<file path="src/rtl/stream_pkg.sv">
// Shared types and constants for the stream generator and its throttle LFSR.
package stream_pkg;
  typedef enum logic [1:0] {S_IDLE, S_RUN, S_DONE} gen_state_t;

  localparam logic [15:0] LFSR_TAPS = 16'hB400;
  localparam logic [15:0] DEF_SEED  = 16'hACE1;
endpackage

</file>
<file path="src/rtl/stream_gen_lfsr16.sv">
// 16-bit Galois LFSR (taps 16,14,13,11), right-shifting, reloaded with seed on rst.
module lfsr16
  import stream_pkg::*;
(
  input  logic        clk,
  input  logic        rst,
  input  logic [15:0] seed,
  output logic [15:0] q
);
  always_ff @(posedge clk) begin
    if (rst) q <= seed;
    else     q <= {1'b0, q[15:1]} ^ (q[0] ? LFSR_TAPS : 16'h0000);
  end
endmodule

</file>
<file path="src/rtl/stream_gen.sv">
// Valid/ready traffic generator: num_txn beats of incrementing data from base.
// Define STREAM_GEN_THROTTLE_EN to gate valid rises with an LFSR.
module stream_gen
  import stream_pkg::*;
#(
  parameter int          DW    = 16,
  parameter int          CNT_W = 16,
  parameter logic [15:0] SEED  = DEF_SEED
) (
  input  logic             clk,
  input  logic             rst,
  input  logic             start,
  input  logic [CNT_W-1:0] num_txn,
  input  logic [DW-1:0]    base,
  input  logic             up_ready,
  output logic             up_valid,
  output logic [DW-1:0]    up_data,
  output logic             busy,
  output logic             done,
  output logic [CNT_W-1:0] txn_cnt
);
  if (SEED == 16'h0000) begin : g_seed_chk
    $error("stream_gen: SEED must be non-zero");
  end

  gen_state_t       state, state_nx;
  logic [CNT_W-1:0] len, len_nx, cnt_nx;
  logic [DW-1:0]    data_nx;
  logic             valid_nx, busy_nx, done_nx;
  logic             go, xfer, last;

  // go gates the rising edge of up_valid; once high, valid waits for the transfer
`ifdef STREAM_GEN_THROTTLE_EN
  logic [15:0] lfsr_q;
  lfsr16 u_lfsr (.clk(clk), .rst(rst), .seed(SEED), .q(lfsr_q));
  assign go = lfsr_q[0];
`else
  assign go = 1'b1;
`endif

  assign xfer = up_valid && up_ready;
  assign last = xfer && (txn_cnt == len - CNT_W'(1));

  always_comb begin
    state_nx = state;
    len_nx   = len;
    cnt_nx   = txn_cnt;
    data_nx  = up_data;
    valid_nx = up_valid;
    busy_nx  = busy;
    case (state)
      S_IDLE: begin
        if (start) begin
          cnt_nx = '0;
          if (num_txn != '0) begin
            len_nx   = num_txn;
            data_nx  = base;
            busy_nx  = 1'b1;
            valid_nx = go;
            state_nx = S_RUN;
          end else begin
            state_nx = S_DONE;
          end
        end
      end
      S_RUN: begin
        if (xfer) begin
          if (txn_cnt < len) cnt_nx = txn_cnt + CNT_W'(1);
          data_nx = up_data + DW'(1);
          if (last) begin
            valid_nx = 1'b0;
            busy_nx  = 1'b0;
            state_nx = S_DONE;
          end else begin
            valid_nx = go;
          end
        end else if (!up_valid) begin
          valid_nx = go;
        end
      end
      S_DONE:  state_nx = S_IDLE;
      default: state_nx = S_IDLE;
    endcase
    done_nx = (state_nx == S_DONE);
  end

  always_ff @(posedge clk) begin
    if (rst) begin
      state    <= S_IDLE;
      len      <= '0;
      txn_cnt  <= '0;
      up_data  <= '0;
      up_valid <= 1'b0;
      busy     <= 1'b0;
      done     <= 1'b0;
    end else begin
      state    <= state_nx;
      len      <= len_nx;
      txn_cnt  <= cnt_nx;
      up_data  <= data_nx;
      up_valid <= valid_nx;
      busy     <= busy_nx;
      done     <= done_nx;
    end
  end
endmodule

</file>
<file path="config.mk">
export PLATFORM = sky130hd
export DESIGN_NAME = stream_gen
export DESIGN_NICKNAME = d
export VERILOG_FILES = /design/src/rtl/stream_pkg.sv /design/src/rtl/stream_gen_lfsr16.sv /design/src/rtl/stream_gen.sv
export SDC_FILE = /design/constraint.sdc
export NUM_CORES = 1
export LEC_CHECK = 0
export CORE_MARGIN = 1
export CORE_UTILIZATION = 57
export DETAILED_ROUTE_END_ITERATION = 10
export PLACE_DENSITY_LB_ADDON = 0.25
export SLEW_MARGIN = 20
export SYNTH_ARGS = -nofsm -noshare
export SYNTH_HDL_FRONTEND = slang
export SYNTH_SLANG_ARGS = --single-unit
</file>
<file path="constraint.sdc">
create_clock -name clk -period 4.2 [get_ports clk]
set_clock_uncertainty 0.2 [all_clocks]
set_input_delay 0.84 -clock clk [delete_from_list [all_inputs] [get_ports clk]]
set_output_delay 0.84 -clock clk [all_outputs]
set_load 0.01 [all_outputs]
</file>
Yosys cells after proc, flatten, opt, wreduce, memory -nomap -nowiden
Cells that the tools add are included.
Storage, ports and cells
  bits in registers: 53
  bits of input ports: 36
  output and inout bits: 35
  word-level logic and storage cells: 50
Cells by class
  $add $sub $neg: 3
  order comparisons: 1
  equal/unequal tests: 8
  multiplexer cells: 21
  reduce and logical (&&, ||, !) cells: 10
Operator list (number)
  $mux W16: 6
  $pmux W16 S2: 2
  $add A16 B1 Y16 const B: 2
  $eq A16 B16 Y1: 1
  $lt A16 B16 Y1: 1
  $reduce_bool A16 Y1: 1
  $sub A16 B1 Y16 const B: 1
  $ne A2 B2 Y1 const B: 5
  $mux W2: 4
  $reduce_and A4 Y1: 2
  $mux W1: 6
  $reduce_and A3 Y1: 2
  $reduce_and A5 Y1: 1
  $pmux W1 S2: 2
  $pmux W2 S2: 1
  $eq A2 B1 Y1 const B: 1
  $eq A2 B2 Y1 const B: 1
  $logic_and A1 B1 Y1: 2
  $logic_not A2 Y1: 1
  $reduce_bool A2 Y1: 1

Depth between registers and ports, before layout
Gate-level depths: netlist of run 1.
  word-level depth: 7
  gate-level depth with buffers: 11
  gate-level depth less buffers: 9

Least setup slack after synthesis of run 1
No wires, ideal clock.
  path type: input port to flip-flop
  start point: in num_txn[3]
  end point: reg len[9]
  setup time: 0.128 ns
  arrival time: 2.383 ns
  setup slack: 1.490 ns
  stages: 8
  buffers on the path: 2
  cells stage by stage: nor4_1 -> nand4_1 -> a31oi_1 -> or2_2 -> buf_2 -> buf_2 -> mux2i_1 -> nor2_1
Between the ends
  word-level cells in the longest chain between the ends: 2
RTL lines
  start: declaration: RTL line stream_gen.sv:13  | input logic [CNT_W-1:0] num_txn,
  $reduce_bool A16 Y1: RTL line stream_gen.sv:55  | if (num_txn != '0) begin
  $reduce_and A3 Y1 (no source line)
  end signal: assignment: RTL line stream_gen.sv:98  | len <= len_nx;
  end: declaration: RTL line stream_gen.sv:27  | logic [CNT_W-1:0] len, len_nx, cnt_nx;
No other way between the ends.
A chain may end at the register's enable or synchronous reset.

Worst setup path in the final report of run 1
  start point: in num_txn[12]
  end point: reg len[14]
Same word-level chain as after synthesis.

==> results of run 1 <==
area by class of cell:
type                            count  area [um^2]  area share (%)
Clock inverter                      2         15.0           0.339
Timing Repair Buffer               74          731            16.5
Sequential cell                    53         1060            23.9
Multi-Input combinational cell    350         2370            53.5
Inverter                           24         90.1            2.03
Clock buffer                        6         72.6            1.64
Tap cell                           75         93.8            2.12
per-stage QoR:
stage	worst slack [ps]	total power [uW]	util [%]	hold slack [ps]	instances
2_1_floorplan	1490	772	-	285	452
3_3_place_gp	803	874	72.0	292	576
3_5_place_dp	613	883	72.2	295	576
4_1_cts	936	1170	73.6	313	584
5_1_grt	737	1220	73.6	324	584
6_report	978	1160	73.6	303	584
power by group through the flow:
stage / clock (uW) / sequential, uW / combinational [uW]
after global routing: 309 / 575 / 335
final: 291 / 570 / 304
after global placement: 0 / 579 / 294
after floorplan: 0 / 576 / 197
after detailed placement: 0 / 580 / 303
after CTS: 295 / 569 / 304
logic make-up (layout without fill, tap and decap cells):
family	Yosys count	in the layout	share of synthesized area (%)
AO/OA/AOI/OAI	103	103	20.4
XOR/XNOR	18	18	4.36
multiplexers	26	26	7.20
flip-flops	53	53	29.4
buffers and inverters	49	106	5.30
adder cells (fa/ha/maj)	19	19	6.58
AND/OR/NAND/NOR	184	184	26.8
flip-flops by register name, indices dropped and copies added, names as in the netlist:
signal	count
state	2
done	1
txn_cnt	16
busy	1
up_data	16
up_valid	1
len	16
path summary, 6_finish.rpt:
check,startpoint,end,slack (ps),cells past startpoint
worst max-delay path,num_txn[12],len[14],980,7
worst min-delay path,up_valid,up_valid,300,2
worst max register to register,len[14],txn_cnt[10],1220,9
worst min register to register,up_valid,up_valid,300,2
placed cells by master, fill, tap and decap left out, drive strengths merged, types with 11 or more instances in the layout:
cell,instances
xnor2,12
nor2,40
o21ai,24
nand3,22
clkdlybuf4s50,70
nand4,12
dfxtp,53
a21oi,19
nand2,48
ha,19
mux2i,26
or3,11
inv,24
layer usage:
layer	vias up	share of wire, %
met5	-	0
met4	0	1.5
met3	18	6.0
met2	133	46
met1	1651	47
li1	1758	-
worst min-delay path, delay by kind of cell (launching register included):
family	cells	cell delay (ps)
buf+inv	1	50
flops	1	340
compound gates	1	70
==> impl_metrics.toml, run 1 <==
[timing]
rsz0062_at_grt = "no"
worst_pin_slew_ps = 770
slew_headroom_pct = 48.6
fin_setup_tns_ps = 0
max_freq_ghz = 0.310
slew_violations = 0
hold_violations = 0
post-route-min-period_ps = 3220
fin_crit_sh_pct = 76.7
setup_viol = 0

[floorplanning]
core_mm2 = 0.00603
die_x_um = 81.6
dieArea_mm2 = 0.00666
io_pins = 71
rows = 28
die_h_um = 81.6
start_util_pct = 60.0

[yosys]
synth_area_mm2 = 0.00361
synth_seq_area_share_pct = 29.4
synth_most_common_cell = "dfxtp_1"
postSynthAreaPerCell_um2 = 7.99
synth_top_area_share_pct = 29.4
synthTopCellsByArea = "dfxtp_1 (29%), mux2i_1 (7.2%), ha_1 (6.6%), nand2_1 (5.0%), nor2_1 (4.2%)"
syn_inst = 452
synth_area_leader_cell = "dfxtp_1"
synth_edf_count = 0
syn-num-nets = 507
ys_types = 62
ys_async_sr_fraction_pct = 0
ys.warnings.count = 0
ys.flop_type = "dfxtp_1"
synth_common_cells = "dfxtp_1 (53), nand2_1 (48), nor2_1 (40)"
ys_ff_latch = 53

[clock_network]
insertion_delay_ps = 310
clk_root_buffer_cell = "clkbuf_8"
clkTransAtPathRegs_ps = 100
numClockSinks = 53
ctsResizeCount = 0
hold_buffers = 0
postCtsSetupBuffers = 0
cts_buffers = 5
tritoncts = "built"
htree_levels = 2
clock_path_buffers = 2

[placement]
numPortBuffers = 70
placed_area_mm2 = 0.00435
finalWeightedCongestion = 0.877
dp_hpwl_mm = 6.59

[pwr]
ir_worst_vdd_uv = 267
seqPwrFrac_pct = 48.9
p_int_uw = 800
p_leak_uw = 0.00169
power_density_mw_per_mm2 = 262
clock_power_share_pct = 25.0
switching_share_pct = 31.3
combPwrFrac_pct = 26.1
p_switching_uw = 365

[setup_path]
crit_path_end_kind = "register"
cp_max_fo = 17
cp.required_ps = 4180
worst-path-buf-inv = 1
crit_path_top_delay_cell = "or2_2"
max_stage_delay_ps = 530
arrival_ps = 3200
path_class = "primary input to register"
start_kind = "primary input"
crit_chain = "clkdlybuf4s50_1 > nor4_1 > nand4_1 > a31oi_1 > or2_2 > mux2i_1 > nor2_1"
critPathTopFamily = "simple AND/OR/NAND/NOR gates"

[cells_and_area]
nets = 563
n_antenna_cell = 0
finalInstanceArea_mm2 = 0.00444
drive_above_1_share_pct = 5.50
fillCellCount = 491
syn_to_final_growth_pct = 22.7

[global_route]
antenna_found_initial = 0
grtUsageMet1_pct = 38.1
grt_pass1_wl_mm = 14.2
gr-total-overflow = 0
grt_util_met3_pct = 4.11
use_met2_pct = 44.1
grt-busiest-layer = "met2"
grt_pass1_vias = 2968
grt_util_all_layers_pct = 27.2
grt_max_degree = 43

[detailed_routing]
dr.pass1.iters = 7
ant_nets = 0
via_per_inst = 6.10
vias = 3560
drc = 0
drt-initial-drc-count = 175
wl_per_cell_um = 15.0
wl_mm = 8.73

[run]
cap_viol_max_count = 0

[worst_hold_path]
holdCritPathClass = "register to register"

[status]
status = "finished, final reports clean"
Note: power is estimated with default switching activity, not from simulation.
==> inputs of run 2 (changes only) <==
- CORE_UTILIZATION: 57 -> 53
- clock period: 4.2 -> 3.1 ns (I/O delays scaled with it)
==> run 2 against run 1 <==
The flow now finishes with violations (design-rule violations). Clock-buffer cell count is the same. Global-route usage is essentially flat. Critical path depth increased by 2. Clock power up 40%. Worst setup slack worse by 720 ps. Largest cell class unchanged. Final area is 2.1% higher. Sequential power rose by 36%. Critical path type is now register to register. Highest routed layer unchanged. Critical endpoint is now txn_cnt[10].
==> impl_metrics.toml, run 2 (synthesis results as in run 1) <==
[status]
status = "finished, violations left"
violations = "design-rule violations"

[detailed_routing]
via_per_inst = 6.17
wl_mm = 9.41
drt-initial-drc-count = 221
dr.pass1.iters = 8
vias = 3669
drc = 6
ant_nets = 0
wl_per_cell_um = 15.8

[timing]
rsz0062_at_grt = "no"
worst_pin_slew_ps = 783
slew_violations = 0
hold_violations = 0
post-route-min-period_ps = 2840
setup_viol = 0
max_freq_ghz = 0.352
worst_hold_slack_ps = 309
fin_crit_sh_pct = 91.7
slew_headroom_pct = 47.5

[global_route]
antenna_found_initial = 0
grt_util_all_layers_pct = 27.1
gr-total-overflow = 0
grt_max_degree = 45
grt_pass1_wl_mm = 15.8
grt_pass1_vias = 3383

[pwr]
switching_share_pct = 31.0
seqPwrFrac_pct = 48.1
combPwrFrac_pct = 26.7
power_density_mw_per_mm2 = 356
p_leak_uw = 0.00175
ir_worst_vdd_uv = 265
clock_power_share_pct = 25.2
p_switching_uw = 498
p_int_uw = 1110

[cells_and_area]
top_regs = "len: 16 flops, txn_cnt: 16 flops, up_data: 16 flops"
final_cell_mix = "clkdlybuf4s50_1 (70), dfxtp_1 (53), nand2_1 (48)"
mostFrequentLayoutCell = "clkdlybuf4s50_1"
nets = 573
drive_above_1_share_pct = 7.34
finalInstanceArea_mm2 = 0.00453
n_antenna_cell = 0
syn_to_final_growth_pct = 25.3

[worst_hold_path]
worstHoldEndpoint = "up_valid"
holdPathStages = 2
holdCritPathClass = "register to register"
hp-start = "up_valid"

[placement]
finalWeightedCongestion = 0.916
placed_area_mm2 = 0.00444
numPortBuffers = 70
dp_hpwl_mm = 7.10

[setup_path]
cp_max_fo = 12
worst-path-buf-inv = 1
critPathTopFamily = "compound AO/OA/AOI/OAI gates"
reg2reg_from = "len[14]"
path_class = "register to register"
cp.required_ps = 3150
r2r_end = "txn_cnt[10]"
max_stage_delay_ps = 490
r2r_slack_ps = 260
arrival_ps = 2890
start_kind = "register"
crit_path_end_kind = "register"
rr_worst_depth = 9
crit_path_top_delay_cell = "or4_1"
crit_chain = "inv_1 > ha_1 > a21o_1 > a2111oi_4 > o211ai_2 > nor2_1 > a31oi_1 > or4_1 > a21oi_1"

[floorplanning]
io_pins = 71
rows = 29
core_mm2 = 0.00646
die_x_um = 84.6
dieArea_mm2 = 0.00715
die_h_um = 84.6
start_util_pct = 55.9

[clock_network]
postCtsSetupBuffers = 0
ctsResizeCount = 0
hold_buffers = 0
numClockSinks = 53
clkTransAtPathRegs_ps = 100
clk_root_buffer_cell = "clkbuf_8"
cts_buffers = 5
htree_levels = 2
tritoncts = "built"
insertion_delay_ps = 310
clock_path_buffers = 2

[run]
cap_viol_max_count = 0
-- run 2: cell count changes in the layout (fill, tap and decap cells not counted) --
| cell | change |
|---|---|
| clkinvlp_4 | -1 |
| clkbuf_8 | +1 |
| buf_12 | +1 |
| buf_4 | +9 |
| clkbuf_1 | -1 |
-- run 2: worst max path at each step --
stage | cells after the start | start | to
6_report | 9 | len[14] | txn_cnt[10]
5_1_grt | 9 | len[14] | txn_cnt[10]
4_1_cts | 9 | len[14] | txn_cnt[10]
3_5_place_dp | 8 | up_ready | txn_cnt[10]
3_3_place_gp | 8 | num_txn[11] | up_data[3]
2_1_floorplan | 9 | txn_cnt[14] | txn_cnt[14]
-- run 2: area by class of cell --
cell class	instances	area (um^2)
multi-input cells	350	2370
fillers	525	1930
flip-flops and latches	53	1060
repair buffers	84	818
well taps	77	96.3
inverters	24	90.1
clock buffers	6	82.6
clock inverters	1	7.51
-- run 2: stage by stage --
stage	instances	worst slack (ps)	TNS, ps	total power (uW)	util, %
global placement	588	-11.9	-21.3	1200	68.6
CTS	595	244	0	1620	70.1
floorplan	452	494	0	1050	-
detailed placement	588	21.3	0	1210	68.7
finish	595	257	0	1610	70.1
global route	595	62.0	0	1690	70.1
-- run 2: power groups by stage --
stage	combinational [uW]	sequential, uW	clock (uW)
3_3_place_gp	412	786	0
6_report	430	775	406
5_1_grt	472	781	437
2_1_floorplan	266	780	0
4_1_cts	428	773	416
3_5_place_dp	426	788	0
-- run 2: metal layers --
| metal | GRT usage, % | part of all wire (%) | vias to the layer above |
|---|---|---|---|
| li1 | - | - | 1785 |
| met1 | 36.9 | 47 | 1748 |
| met2 | 44.6 | 47 | 124 |
| met3 | 3.74 | 4.5 | 12 |
| met4 | 8.47 | 1.3 | 0 |
| met5 | 0 | 0 | - |
-- run 2: worst register-to-register path, stage by stage (launching register included) --
cell       delay [ps]
dfxtp_1           410
inv_1              90
ha_1              320
a21o_1            220
a2111oi_4         380
o211ai_2          150
nor2_1            100
a31oi_1           280
or4_1             490
a21oi_1           150
